===== src/rtl/ste_microwire.sv =====
// ste_microwire -- STE Microwire master (MWDATA at $FF8922, MWMASK at $FF8924).
// Serialises CPU-written 16-bit words to the LMC1992 volume/tone controller.
// The block lives on the clk32 domain beside the shifter and shares its chip select.
//
// Ports:
//   clk32    in   system clock, all flops on the rising edge
//   resb     in   asynchronous active-low reset
//   CS       in   chip select for the $FF89xx region
//   A[5:0]   in   CPU A[6:1]; 6'h11 = MWDATA, 6'h12 = MWMASK
//   RW       in   1 = read, 0 = write
//   UDS_N    in   upper-byte data strobe (active low)
//   LDS_N    in   lower-byte data strobe (active low)
//   DIN      in   CPU write data
//   DOUT     out  read data, 16'hFFFF when not selected for a read
//   MW_CLK   out  Microwire serial clock
//   MW_DATA  out  Microwire serial data
//   MW_EN_N  out  Microwire enable, low during a transfer
//   BUSY     out  high during a transfer
//
// Each bit slot lasts BIT_CLKS cycles. The clock is high for the second half of
// the slot, and only for slots whose (rotating) mask bit is set. Both registers
// rotate left once per slot, so after NBITS slots they hold their written values
// again and software polling either register sees it move.

module ste_microwire #(
   parameter int BIT_CLKS = 32,
   parameter int NBITS    = 16
) (
   input  logic        clk32,
   input  logic        resb,
   input  logic        CS,
   input  logic [5:0]  A,
   input  logic        RW,
   input  logic        UDS_N,
   input  logic        LDS_N,
   input  logic [15:0] DIN,
   output logic [15:0] DOUT,
   output logic        MW_CLK,
   output logic        MW_DATA,
   output logic        MW_EN_N,
   output logic        BUSY
);

   localparam logic [5:0] ADDR_DATA = 6'h11;
   localparam logic [5:0] ADDR_MASK = 6'h12;

   localparam int PW = (BIT_CLKS > 2) ? $clog2(BIT_CLKS) : 1;
   localparam int BW = (NBITS > 2) ? $clog2(NBITS) : 1;

   localparam logic [PW-1:0] PHASE_LAST  = PW'(BIT_CLKS - 1);
   localparam logic [PW-1:0] PHASE_RISE  = PW'(BIT_CLKS / 2 - 1);
   localparam logic [PW-1:0] PHASE_ONE   = PW'(1);
   localparam logic [BW-1:0] BIT_LAST    = BW'(NBITS - 1);
   localparam logic [BW-1:0] BIT_ONE     = BW'(1);

   typedef enum logic {
      IDLE,
      SHIFT
   } state_t;

   state_t        state;
   logic [15:0]   data_reg;
   logic [15:0]   mask_reg;
   logic [PW-1:0] phase_cnt;
   logic [BW-1:0] bit_cnt;
   logic          wr_prev;

   logic          sel_data;
   logic          sel_mask;
   logic          wr;
   logic          wr_rise;
   logic [15:0]   data_merged;
   logic [15:0]   mask_merged;

   // Address decode, write strobe and byte-lane merge of the incoming write.
   always_comb begin
      sel_data    = CS & (A == ADDR_DATA);
      sel_mask    = CS & (A == ADDR_MASK);
      wr          = ~RW & (~UDS_N | ~LDS_N) & (sel_data | sel_mask);
      wr_rise     = wr & ~wr_prev;
      data_merged = {(~UDS_N ? DIN[15:8] : data_reg[15:8]),
                     (~LDS_N ? DIN[7:0]  : data_reg[7:0])};
      mask_merged = {(~UDS_N ? DIN[15:8] : mask_reg[15:8]),
                     (~LDS_N ? DIN[7:0]  : mask_reg[7:0])};
   end

   // Reads return the live registers so a polling CPU sees them rotate.
   always_comb begin
      DOUT = 16'hFFFF;
      if (CS && RW) begin
         if (A == ADDR_DATA) begin
            DOUT = data_reg;
         end else if (A == ADDR_MASK) begin
            DOUT = mask_reg;
         end
      end
   end

   // Transfer FSM. Writes are only accepted in IDLE, so a write that lands on
   // the final cycle of a transfer (still SHIFT) is dropped like any busy write.
   // MW_CLK is loaded one cycle ahead of the phase it belongs to, so it is high
   // exactly while the phase counter sits in the upper half of the slot.
   always_ff @(posedge clk32 or negedge resb) begin
      if (!resb) begin
         state     <= IDLE;
         data_reg  <= 16'h0000;
         mask_reg  <= 16'h0000;
         phase_cnt <= '0;
         bit_cnt   <= '0;
         wr_prev   <= 1'b0;
         MW_CLK    <= 1'b0;
         MW_DATA   <= 1'b0;
         MW_EN_N   <= 1'b1;
         BUSY      <= 1'b0;
      end else begin
         wr_prev <= wr;
         case (state)
            IDLE: begin
               if (wr_rise && sel_mask) begin
                  mask_reg <= mask_merged;
               end
               if (wr_rise && sel_data) begin
                  data_reg  <= data_merged;
                  state     <= SHIFT;
                  BUSY      <= 1'b1;
                  MW_EN_N   <= 1'b0;
                  phase_cnt <= '0;
                  bit_cnt   <= '0;
                  MW_CLK    <= 1'b0;
                  MW_DATA   <= 1'b0;
               end
            end
            SHIFT: begin
               if (phase_cnt == '0) begin
                  MW_DATA <= data_reg[15] & mask_reg[15];
               end
               MW_CLK <= mask_reg[15] & (phase_cnt >= PHASE_RISE) &
                         (phase_cnt != PHASE_LAST);
               if (phase_cnt == PHASE_LAST) begin
                  data_reg  <= {data_reg[14:0], data_reg[15]};
                  mask_reg  <= {mask_reg[14:0], mask_reg[15]};
                  phase_cnt <= '0;
                  if (bit_cnt == BIT_LAST) begin
                     bit_cnt <= '0;
                     state   <= IDLE;
                     BUSY    <= 1'b0;
                     MW_EN_N <= 1'b1;
                     MW_CLK  <= 1'b0;
                     MW_DATA <= 1'b0;
                  end else begin
                     bit_cnt <= bit_cnt + BIT_ONE;
                  end
               end else begin
                  phase_cnt <= phase_cnt + PHASE_ONE;
               end
            end
            default: begin
               state <= IDLE;
            end
         endcase
      end
   end

endmodule


===== config.mk =====
export PLATFORM = sky130hd
export DESIGN_NAME = ste_microwire
export DESIGN_NICKNAME = d
export VERILOG_FILES = /design/src/rtl/ste_microwire.sv
export SDC_FILE = /design/constraint.sdc
export NUM_CORES = 1
export LEC_CHECK = 0
export ABC_AREA = 1
export CORE_ASPECT_RATIO = 1.1
export CORE_MARGIN = 8
export CORE_UTILIZATION = 35
export DETAILED_ROUTE_END_ITERATION = 6
export GPL_TIMING_DRIVEN = 0
export PLACE_DENSITY_LB_ADDON = 0.3
export SLEW_MARGIN = 25
export SYNTH_ARGS = -nofsm -noshare
export SYNTH_HDL_FRONTEND = slang
export SYNTH_SLANG_ARGS = --single-unit
export TNS_END_PERCENT = 1

===== constraint.sdc =====
create_clock -name clk32 -period 2.1 [get_ports clk32]
set_clock_uncertainty 0.05 [all_clocks]
set_input_delay 0.42 -clock clk32 [delete_from_list [all_inputs] [get_ports clk32]]
set_output_delay 0.42 -clock clk32 [all_outputs]
set_load 0.01 [all_outputs]

Yosys cells after proc, flatten, opt, wreduce, memory -nomap -nowiden
Index checks and enable logic that the tools add are counted.

operators by class
  $add $sub $neg = 2
  multipliers = 0
  div/mod/pow operators = 0
  magnitude comparators = 1
  equal/unequal tests = 11
  shift-type cells = 0
  muxes and demuxes = 37
  bitwise gates (word level) = 15
  reductions and logical operators = 10

operators by type and width
  operator             number
  $mux 16              7
  $pmux 16 s2          2
  $mux 8               2
  $reduce_and 3->1     5
  $mux 1               14
  $eq 6x5->1 const B   2
  $mux 4               3
  $mux 5               2
  $pmux 1 s2           5
  $pmux 5 s2           1
  $and 1x1->1          8
  $ne 2x2->1 const B   4
  $pmux 4 s2           1
  $add 5x1->5 const B  1
  $eq 5x5->1 const B   1
  $ge 5x4->1 const B   1
  $logic_not 5->1      1
  $ne 5x5->1 const B   1
  $not 1->1            5
  $add 4x1->4 const B  1
  $eq 4x4->1 const B   1
  $ne 2x1->1 const B   2
  $logic_and 1x1->1    3
  $or 1x1->1           2
  $reduce_and 2->1     1

storage, ports and cells
  register bits after elaboration = 47
  latch bits = 0
  RAM bits = 0
  ROM bits = 0
  input bits = 28
  output and inout bits = 20
  word-level logic and storage cells = 88
  memories = 0

Depth between registers and ports, before layout
Gate-level depths: netlist of run 1.

  word-level depth = 8
  gate-level depth with buffers = 11
  gate-level depth less buffers = 11

Worst setup path before layout of run 1
No wires, ideal clock.

  path kind = register -> register
  start point = reg phase_cnt[0]
  end point = reg data_reg[10]
  setup time = 0.116 ns
  arrival = 1.612 ns
  required time = 1.934 ns
  path slack = 0.321 ns
  stages on the path, launching flop included = 12
  buffers on the path = 1
  clock period less this slack = 1.779 ns
  cells stage by stage = dfrtp_1 -> ha_1 -> nand2_1 -> nor2_1 -> ha_1 -> nor2_2 -> inv_2 -> nand2_1 -> inv_2 -> buf_4 -> nand3_1 -> nand2_1

between the ends
  longest elaborated chain between the ends = 3

ends and longest elaborated chain
  what                               line  RTL
  from (decl)                        64    logic [PW-1:0] phase_cnt;
  from (signal assigned)             154   phase_cnt <= phase_cnt + PHASE_ONE;
  $eq 5x5->1                         139   if (phase_cnt == PHASE_LAST) begin
  $ne 2x1->1 (no source line)        n/a
  $reduce_and 3->1 (no source line)  n/a
  to (signal assigned)               123   data_reg <= data_merged;
  to (signal assigned)               140   data_reg <= {data_reg[14:0], data_reg[15]};
  to (decl)                          62    logic [15:0] data_reg;

No other way between the ends.
A chain may end at the register's enable or synchronous reset.

Final worst setup path of run 1
  start point = in A[1]
  end point = out DOUT[14]

between the ends
  longest elaborated chain between the ends = 4
  elaborated cells between the ends (all ways) = 5
  those cells by class = eq/ne: 2; mux: 3

ends and longest elaborated chain
  what         line  RTL
  from (decl)  32    input logic [5:0] A,
  $eq 6x5->1   93    end else if (A == ADDR_MASK) begin
  $mux 16      93
  $mux 16 (*)  91    if (A == ADDR_DATA) begin
  $mux 16 (*)  90    if (CS && RW) begin
  to (decl)    37    output logic [15:0] DOUT,

Every way passes the cells marked *; elsewhere a longest branch is shown, timed or not.

==> results of run 1 <==
## critical path, stage by stage
cell and delay [ns]:
dlygate4sd2_1 0.26, inv_1 0.08, nor2_4 0.11, nand3_4 0.12
clkbuf_16 0.19, o22ai_4 0.17, nand2_1 0.07, buf_2 0.13
## path summary, 6_finish.rpt
path / start / slack [ns] / to
worst max-delay path: A[1] / 0.08 / DOUT[14]
worst min-delay path: resb / 0.07 / mask_reg[4]$_DFFE_PN0P_
worst max register to register: phase_cnt[0]$_DFFE_PN0P_ / 0.16 / mask_reg[10]$_DFFE_PN0P_
worst min register to register: MW_EN_N$_DFFE_PN1P_ / 0.43 / MW_EN_N$_DFFE_PN1P_
max in group asynchronous: resb / 1.48 / mask_reg[13]$_DFFE_PN0P_
min in group clk32: MW_EN_N$_DFFE_PN1P_ / 0.43 / MW_EN_N$_DFFE_PN1P_
## layer usage
metal | GRT usage [%] | up-vias
met3 | 2.49 | 7
met5 | 0 | -
met4 | 4.43 | 0
li1 | - | 1332
met2 | 25.7 | 63
met1 | 18.3 | 1243
## where the power goes
part | internal (mW) | switching, mW | total [mW]
Clock | 0.386 | 0.316 | 0.702
Sequential | 0.904 | 0.0000247 | 0.904
Combinational | 0.0553 | 0.0559 | 0.111
## stage by stage
step / hold WS [ns] / util (%) / power (mW)
floorplan: 0.0744 / - / 0.944
global placement: 0.407 / 43.2 / 1.03
detailed placement: 0.414 / 43.2 / 1.03
CTS: 0.0920 / 45.7 / 1.74
global route: 0.116 / 45.9 / 1.78
finish: 0.0724 / 45.9 / 1.72
## cells by family after synthesis
kind of cell	Yosys count
xor gates and xnor gates	1
buffers and inverters	39
AOI/OAI and AO/OA	30
and+or+nand+nor	258
DFF	47
adders and majority gates	5
## layout make-up
| class | instances | area [µm²] | area share (%) |
|---|---|---|---|
| multi-input combinational | 294 | 1500 | 41.8 |
| sequential | 47 | 1180 | 32.9 |
| timing repair buffer | 51 | 420 | 11.8 |
| buffer | 15 | 138 | 3.85 |
| tap | 108 | 135 | 3.78 |
| inverter | 24 | 92.6 | 2.59 |
| clock buffer | 6 | 82.6 | 2.31 |
| clock inverter | 2 | 35.0 | 0.980 |
## what timing repair did
| item | CTS | global route |
|---|---|---|
| cloned | 1 | 0 |
| setup buffers | 3 | 0 |
| resized for setup | 97 | 5 |
| pin swaps | 6 | 0 |
| endpoints found under the hold margin | 0 | 0 |
| endpoints found under the setup margin | 16 | 31 |
## placed cells by master (no fill, tap or decap), drive strengths merged, types with 2 or more instances in the layout
master	n
nand3	46
clkdlybuf4s50	24
a21oi	2
nand2	196
o22ai	18
nand4	4
inv	24
dlygate4sd2	6
buf	29
ha	5
clkbuf	13
dfrtp	46
nor2	12
o21ai	6
==> impl_metrics.toml, run 1 <==
[status]
status = "finished clean"

[logic_synthesis]
synth.area.top_cells = "dfrtp_1, nand2_1, nand3_1"
ys_seq_area_share_pct = 42.7
syn_area_um2 = 2760
post-synth-top-area-cell = "dfrtp_1"
ys.flop_type = "dfrtp_1"
synthDistinctLibCells = 28
yosys_register_bits = 47
yosysWarnings = 0
yosys.area_share.xor_xnor_pct = 0.318
synth_edf_count = 0
synth.avg_cell_area_um2 = 7.25
synth_mux_area_share_pct = 0
synth.net_count = 413
synth-simple-area-share_pct = 41.3
synth_common_cells = "nand2_1, dfrtp_1, nand3_1"
synth_adder_area_share_pct = 2.27
synth_top_area_share_pct = 41.8
synth_top_family_by_area = "simple AND/OR/NAND/NOR gates"
synthArstFlopShare_pct = 100
yosysMostFrequentCell = "nand2_1"
synthCells = 380
synth-compound-area-share_pct = 6.63

[drt]
wl_met2_um = 3780
ant_nets = 0
via_count = 2645
drt-met1-wl_um = 3550
dr.pass1.iters = 4
routed-wl-met3_um = 317
drt_wl_total_um = 7730
dr.max_layer_used = "met4"
vias_per_cell = 4.84
route.detailed.wl_per_inst_um = 14.1
drc_errors = 0
drtIter0Drc = 213

[setup_path]
worstPathArrival_ns = 1.55
critPathKind = "in2out"
worst_setup_path_start_kind = "primary input"
cp.required_ns = 1.63
reg2regPathDepth = 11
cp_max_fo = 5
cp-end-kind = "output port"

[cts]
clock-sinks = 47
cts_tree = "done"
clockBufferDepth = 2
h-tree-depth = 2
path_clk_slew_ns = 0.09
cts_inserted_buffers = 5
clockRootBuffer = "clkbuf_8"
ctsHoldBuffers = 0
clock_latency_ns = 0.30

[cells_and_area]
final.fill_count = 783
area_growth_pct = 29.7
final_area_um2 = 3580
final_net_count = 471
final_cell_count_no_fill = 547
drive_gt1_share_pct = 18.2
antenna_cells = 0

[grt]
grt_antenna_before_repair = 0
grt-ovfl-total = 0
grt_usage_pct = 14.8
grt_pass1_vias = 2699
grt_pass1_wl_um = 13100
grt_max_degree = 48

[place]
gp_congestion = 0.796
io_buffers = 47
placed_cells = 535
place_worst_setup_slack_ns = -0.829
place_area_um2 = 3360
dp_hpwl_um = 5350

[timing]
finalCriticalPeriod_ns = 2.02
slew_viol_final = 0
worst_pin_slew_ns = 0.640
max_slew_margin_pct = 57.4
post-route-period-util_pct = 96.2
fmax_mhz = 495
worst_slack_ns = 0.0798
rsz0062_at_grt = "yes"
hold_viol_final = 0
timing.setup.tns_ns = 0
setup_viol = 0

[floorplanning]
dieArea_um2 = 11000
core_area_um2 = 7780
rows = 34
ios = 48
dieHeight_um = 109
initial_core_util_pct = 35.4
fp.dieW_um = 101

[power]
ir_worst_vdd_mv = 0.238
powerDensity_nw_per_um2 = 480
p_leak_nw = 1.87

[flow_run]
cap_violations = 0

[worst_hold_path]
min_path_type = "in2async"
(Power assumes the default switching activity.)
==> run 2, diff against run 1 <==
--- a/config.mk
+++ b/config.mk
@@ -12,6 +12,7 @@
 export DETAILED_ROUTE_END_ITERATION = 6
 export GPL_TIMING_DRIVEN = 0
 export PLACE_DENSITY_LB_ADDON = 0.3
+export SETUP_SLACK_MARGIN = 0.15
 export SLEW_MARGIN = 25
 export SYNTH_ARGS = -nofsm -noshare
 export SYNTH_HDL_FRONTEND = slang
==> run 2 against run 1 <==
Maximum frequency rose by 6.8%. Via count rose by 1.6%. Critical path depth is the same.
==> impl_metrics.toml, run 2 (same netlist as run 1, synthesis figures left out) <==
[timing]
fmax_mhz = 529
holdWs_ns = 0.0740
worst_pin_slew_ns = 0.645
max_slew_margin_pct = 57.0
timing.setup.tns_ns = 0
finalCriticalPeriod_ns = 1.89
worst_slack_ns = 0.208
rsz0062_at_grt = "yes"
hold_viol_final = 0
post-route-period-util_pct = 90.1
slew_viol_final = 0
setup_viol = 0

[power]
ir_worst_vdd_mv = 0.236
swShare_pct = 21.8
pwr-share-seq_pct = 52.5
p_leak_nw = 1.89
powerDensity_nw_per_um2 = 478
power.total_mw = 1.72
pwr-share-clk_pct = 40.9
switching_power_uw = 375
comb_power_share_pct = 6.5
internal-power_mw = 1.35

[cells_and_area]
final_common_cell = "nand2_1"
antenna_cells = 0
utilization_pct = 46.2
final_net_count = 472
most-common-layout-cells = "nand2_1, dfrtp_1, nand3_1"
area_growth_pct = 30.6
drive_gt1_share_pct = 20.2

[setup_path]
cp_cell_sequence = "dlygate4sd2_1, nand2_2, inv_4, nand3_4, clkbuf_16, o22ai_4, nand2_1, buf_2"
worst_setup_path_start_kind = "primary input"
cp.required_ns = 1.63
reg2regPathDepth = 11
cp-end-kind = "output port"
cp_max_fo = 5
worstPathArrival_ns = 1.42
critPathBufInv = 4
cp_slowest_cell = "dlygate4sd2_1"
rr_endpoint = "data_reg[9]$_DFFE_PN0P_"
r2r_slack_ns = 0.25
r2r-start = "phase_cnt[0]$_DFFE_PN0P_"
cp_top_family = "buffers and inverters"
critPathKind = "in2out"
max_stage_delay_ns = 0.21

[place]
place_worst_setup_slack_ns = -0.829
io_buffers = 47
gp_congestion = 0.796
dp_hpwl_um = 5350

[grt]
grt_antenna_before_repair = 0
grt_max_degree = 48
grt_use_met2_pct = 25.7
grt_usage_pct = 14.8
met1_usage_pct = 18.3
grt_pass1_wl_um = 13100
grt-ovfl-total = 0
top_usage_layer = "met2"
grt_pass1_vias = 2701
use_met3_pct = 2.49

[cts]
h-tree-depth = 2
path_clk_slew_ns = 0.09
ctsHoldBuffers = 0
clockRootBuffer = "clkbuf_8"
clock_latency_ns = 0.30
clock-sinks = 47
cts_tree = "done"
cts_inserted_buffers = 5
clockBufferDepth = 2

[floorplanning]
initial_core_util_pct = 35.4
dieHeight_um = 109
rows = 34
dieArea_um2 = 11000
ios = 48
core_area_um2 = 7780
fp.dieW_um = 101

[drt]
via_count = 2686
drc_errors = 0
ant_nets = 0
drt_wl_total_um = 7770
route.detailed.wl_per_inst_um = 14.2
vias_per_cell = 4.90
drtIter0Drc = 168
dr.pass1.iters = 4

[status]
status = "finished clean"

[worst_hold_path]
min_path_type = "in2async"

[flow_run]
cap_violations = 0
[run 2: power groups by stage]
stage,Combinational (mW),Clock (mW),Sequential [mW]
after floorplan,0.0219,0,0.923
after global placement,0.105,0,0.922
after detailed placement,0.106,0,0.922
after CTS,0.114,0.721,0.904
after global routing,0.124,0.750,0.905
final,0.112,0.704,0.904
[run 2: worst max path at each step]
stage | endpoint | slack (ns) | cells after the start | startpoint
floorplan | data_reg[10]$_DFFE_PN0P_ | 0.32 | 11 | phase_cnt[0]$_DFFE_PN0P_
global placement | state$_DFF_PN0_ | -0.86 | 1 | resb
detailed placement | DOUT[14] | -0.83 | 9 | A[5]
CTS | data_reg[9]$_DFFE_PN0P_ | 0.07 | 11 | phase_cnt[0]$_DFFE_PN0P_
global route | mask_reg[12]$_DFFE_PN0P_ | 0.12 | 11 | phase_cnt[1]$_DFFE_PN0P_
finish | DOUT[14] | 0.21 | 8 | A[4]
[run 2: metrics by stage]
step,cell area (µm²),instances
2_1_floorplan,2760,380
3_3_place_gp,3360,535
5_1_grt,3600,548
4_1_cts,3570,548
3_5_place_dp,3360,535
6_report,3600,548
[run 2: final cells by class]
cell class	count	area [µm²]
fill	783	4190
timing repair buffer	52	413
tap	108	135
buffer	15	150
clock buffer	6	82.6
sequential	47	1180
inverter	24	100
clock inverter	2	35.0
multi-input combinational	294	1510
[run 2: routing by layer]
metal / up-vias / share of wire (%)
li1: 1335 / -
met1: 1280 / 45
met2: 65 / 50
met3: 6 / 4.2
met4: 0 / 1.2
met5: - / 0
[run 2: repair_timing]
action	CTS	global route
endpoints found under the setup margin	41	51
pin swaps	6	9
resized for setup	100	23
setup buffers	4	0
gates cloned	1	0
==> run 3, diff against run 2 <==
--- a/config.mk
+++ b/config.mk
@@ -6,13 +6,16 @@
 export NUM_CORES = 1
 export LEC_CHECK = 0
 export ABC_AREA = 1
+export CELL_PAD_IN_SITES_DETAIL_PLACEMENT = 2
+export CELL_PAD_IN_SITES_GLOBAL_PLACEMENT = 2
 export CORE_ASPECT_RATIO = 1.1
 export CORE_MARGIN = 8
-export CORE_UTILIZATION = 35
+export CORE_UTILIZATION = 30
 export DETAILED_ROUTE_END_ITERATION = 6
 export GPL_TIMING_DRIVEN = 0
 export PLACE_DENSITY_LB_ADDON = 0.3
 export SETUP_SLACK_MARGIN = 0.15
+export SKIP_LAST_GASP = 1
 export SLEW_MARGIN = 25
 export SYNTH_ARGS = -nofsm -noshare
 export SYNTH_HDL_FRONTEND = slang
==> run 3 against run 2 <==
Flip-flop and latch count is the same. Sequential power about the same. First-iteration DRC count fell by 54%. Critical endpoint is now DOUT[15]. Largest power group unchanged.
==> impl_metrics.toml, run 3 (same netlist as run 1, synthesis figures left out) <==
[status]
status = "finished clean"

[drt]
route.detailed.wl_per_inst_um = 19.8
ant_nets = 0
drtIter0Drc = 78
via_count = 2891
drc_errors = 0
dr.pass1.iters = 4
vias_per_cell = 5.10
drt_wl_total_um = 11200

[power]
power.total_mw = 1.68
p_leak_nw = 1.96
ir_worst_vdd_mv = 0.247
powerDensity_nw_per_um2 = 442

[cts]
h-tree-depth = 2
ctsHoldBuffers = 0
path_clk_slew_ns = 0.10
cts_tree = "done"
clock_latency_ns = 0.32
clockRootBuffer = "clkbuf_8"
clockBufferDepth = 2
cts_inserted_buffers = 5
clock-sinks = 47

[setup_path]
worstPathArrival_ns = 1.45
cp.required_ns = 1.63
cp-end-kind = "output port"
critPathKind = "in2out"
cp_max_fo = 6
worst_setup_path_start_kind = "primary input"
reg2regPathDepth = 11

[timing]
hold_viol_final = 0
slew_viol_final = 0
finalCriticalPeriod_ns = 1.92
worst_slack_ns = 0.182
timing.setup.tns_ns = 0
max_slew_margin_pct = 55.4
setup_viol = 0
post-route-period-util_pct = 91.3
fmax_mhz = 521
rsz0062_at_grt = "yes"
worst_pin_slew_ns = 0.668

[flow_run]
cap_violations = 0

[grt]
grt_pass1_vias = 3283
grt_pass1_wl_um = 17200
grt_max_degree = 48
grt_antenna_before_repair = 0
grt-ovfl-total = 0
grt_usage_pct = 17.7

[floorplanning]
dieHeight_um = 117
dieArea_um2 = 12500
ios = 48
rows = 36
initial_core_util_pct = 30.9
core_area_um2 = 8920
fp.dieW_um = 107

[place]
dp_hpwl_um = 6960
placed_cells = 541
io_buffers = 47
gp_congestion = 0.746
place_area_um2 = 3370
place_worst_setup_slack_ns = -0.941

[cells_and_area]
most-common-layout-cells = "nand2_1, dfrtp_1, nand3_1"
drive_gt1_share_pct = 24.3
final.fill_count = 1013
area_growth_pct = 37.9
final_cell_count_no_fill = 567
final_common_cell = "nand2_1"
antenna_cells = 0
final_area_um2 = 3800
final_net_count = 485

[worst_hold_path]
min_path_type = "in2async"
==> run 3: worst max-delay path, cell delays in order <==
cell	delay, ns
buf_2	0.12
nor2_4	0.14
nand3_4	0.16
buf_6	0.18
o22ai_1	0.17
nand2_1	0.09
buf_2	0.15
==> run 3: final cells by class <==
type	instances	area [µm²]	share of cell area (%)
Multi-Input combinational cell	294	1560	41.0
Tap cell	114	143	3.75
Sequential cell	47	1180	31.0
Clock buffer	7	96.3	2.53
Timing Repair Buffer	65	534	14.1
Buffer	15	175	4.61
Clock inverter	1	7.51	0.197
Inverter	24	108	2.83
==> run 3: stage by stage <==
step | hold WS [ns] | utilization (%)
floorplan | 0.0744 | -
global route | 0.112 | 42.6
global placement | 0.401 | 37.8
detailed placement | 0.412 | 37.8
finish | 0.0678 | 42.6
CTS | 0.120 | 40.9
==> run 3: report_power, final <==
| part | total [mW] | switching [mW] | internal (mW) | leakage [nW] |
|---|---|---|---|---|
| registers | 0.904 | 0.0000215 | 0.904 | 0.638 |
| clock network | 0.648 | 0.347 | 0.301 | 0.0505 |
| logic | 0.127 | 0.0635 | 0.0638 | 1.28 |
==> run 3: what timing repair did <==
item,4_1_cts,5_1_grt
gates resized for setup,128,25
pin swaps,7,11
setup buffers,10,7
setup endpoints to repair,58,54
cloned,1,0
==> run 3: path summary, 6_finish.rpt <==
path / from / endpoint / slack, ns
max: A[2] / DOUT[15] / 0.18
max reg2reg: phase_cnt[0]$_DFFE_PN0P_ / data_reg[13]$_DFFE_PN0P_ / 0.22
min in group clk32: A[1] / wr_prev$_DFF_PN0_ / 0.41
min reg2reg: MW_EN_N$_DFFE_PN1P_ / MW_EN_N$_DFFE_PN1P_ / 0.42
min: resb / MW_DATA$_DFFE_PN0P_ / 0.07
max in group asynchronous: resb / data_reg[6]$_DFFE_PN0P_ / 1.49
==> run 3: routing by layer <==
metal / global-route usage [%] / up-vias / routed length [µm]
met3: 3.20 / 7 / 354
met5: 0 / - / 0
met2: 33.6 / 39 / 6000
li1: - / 1367 / -
met4: 3.61 / 0 / 68
met1: 20.0 / 1478 / 4790
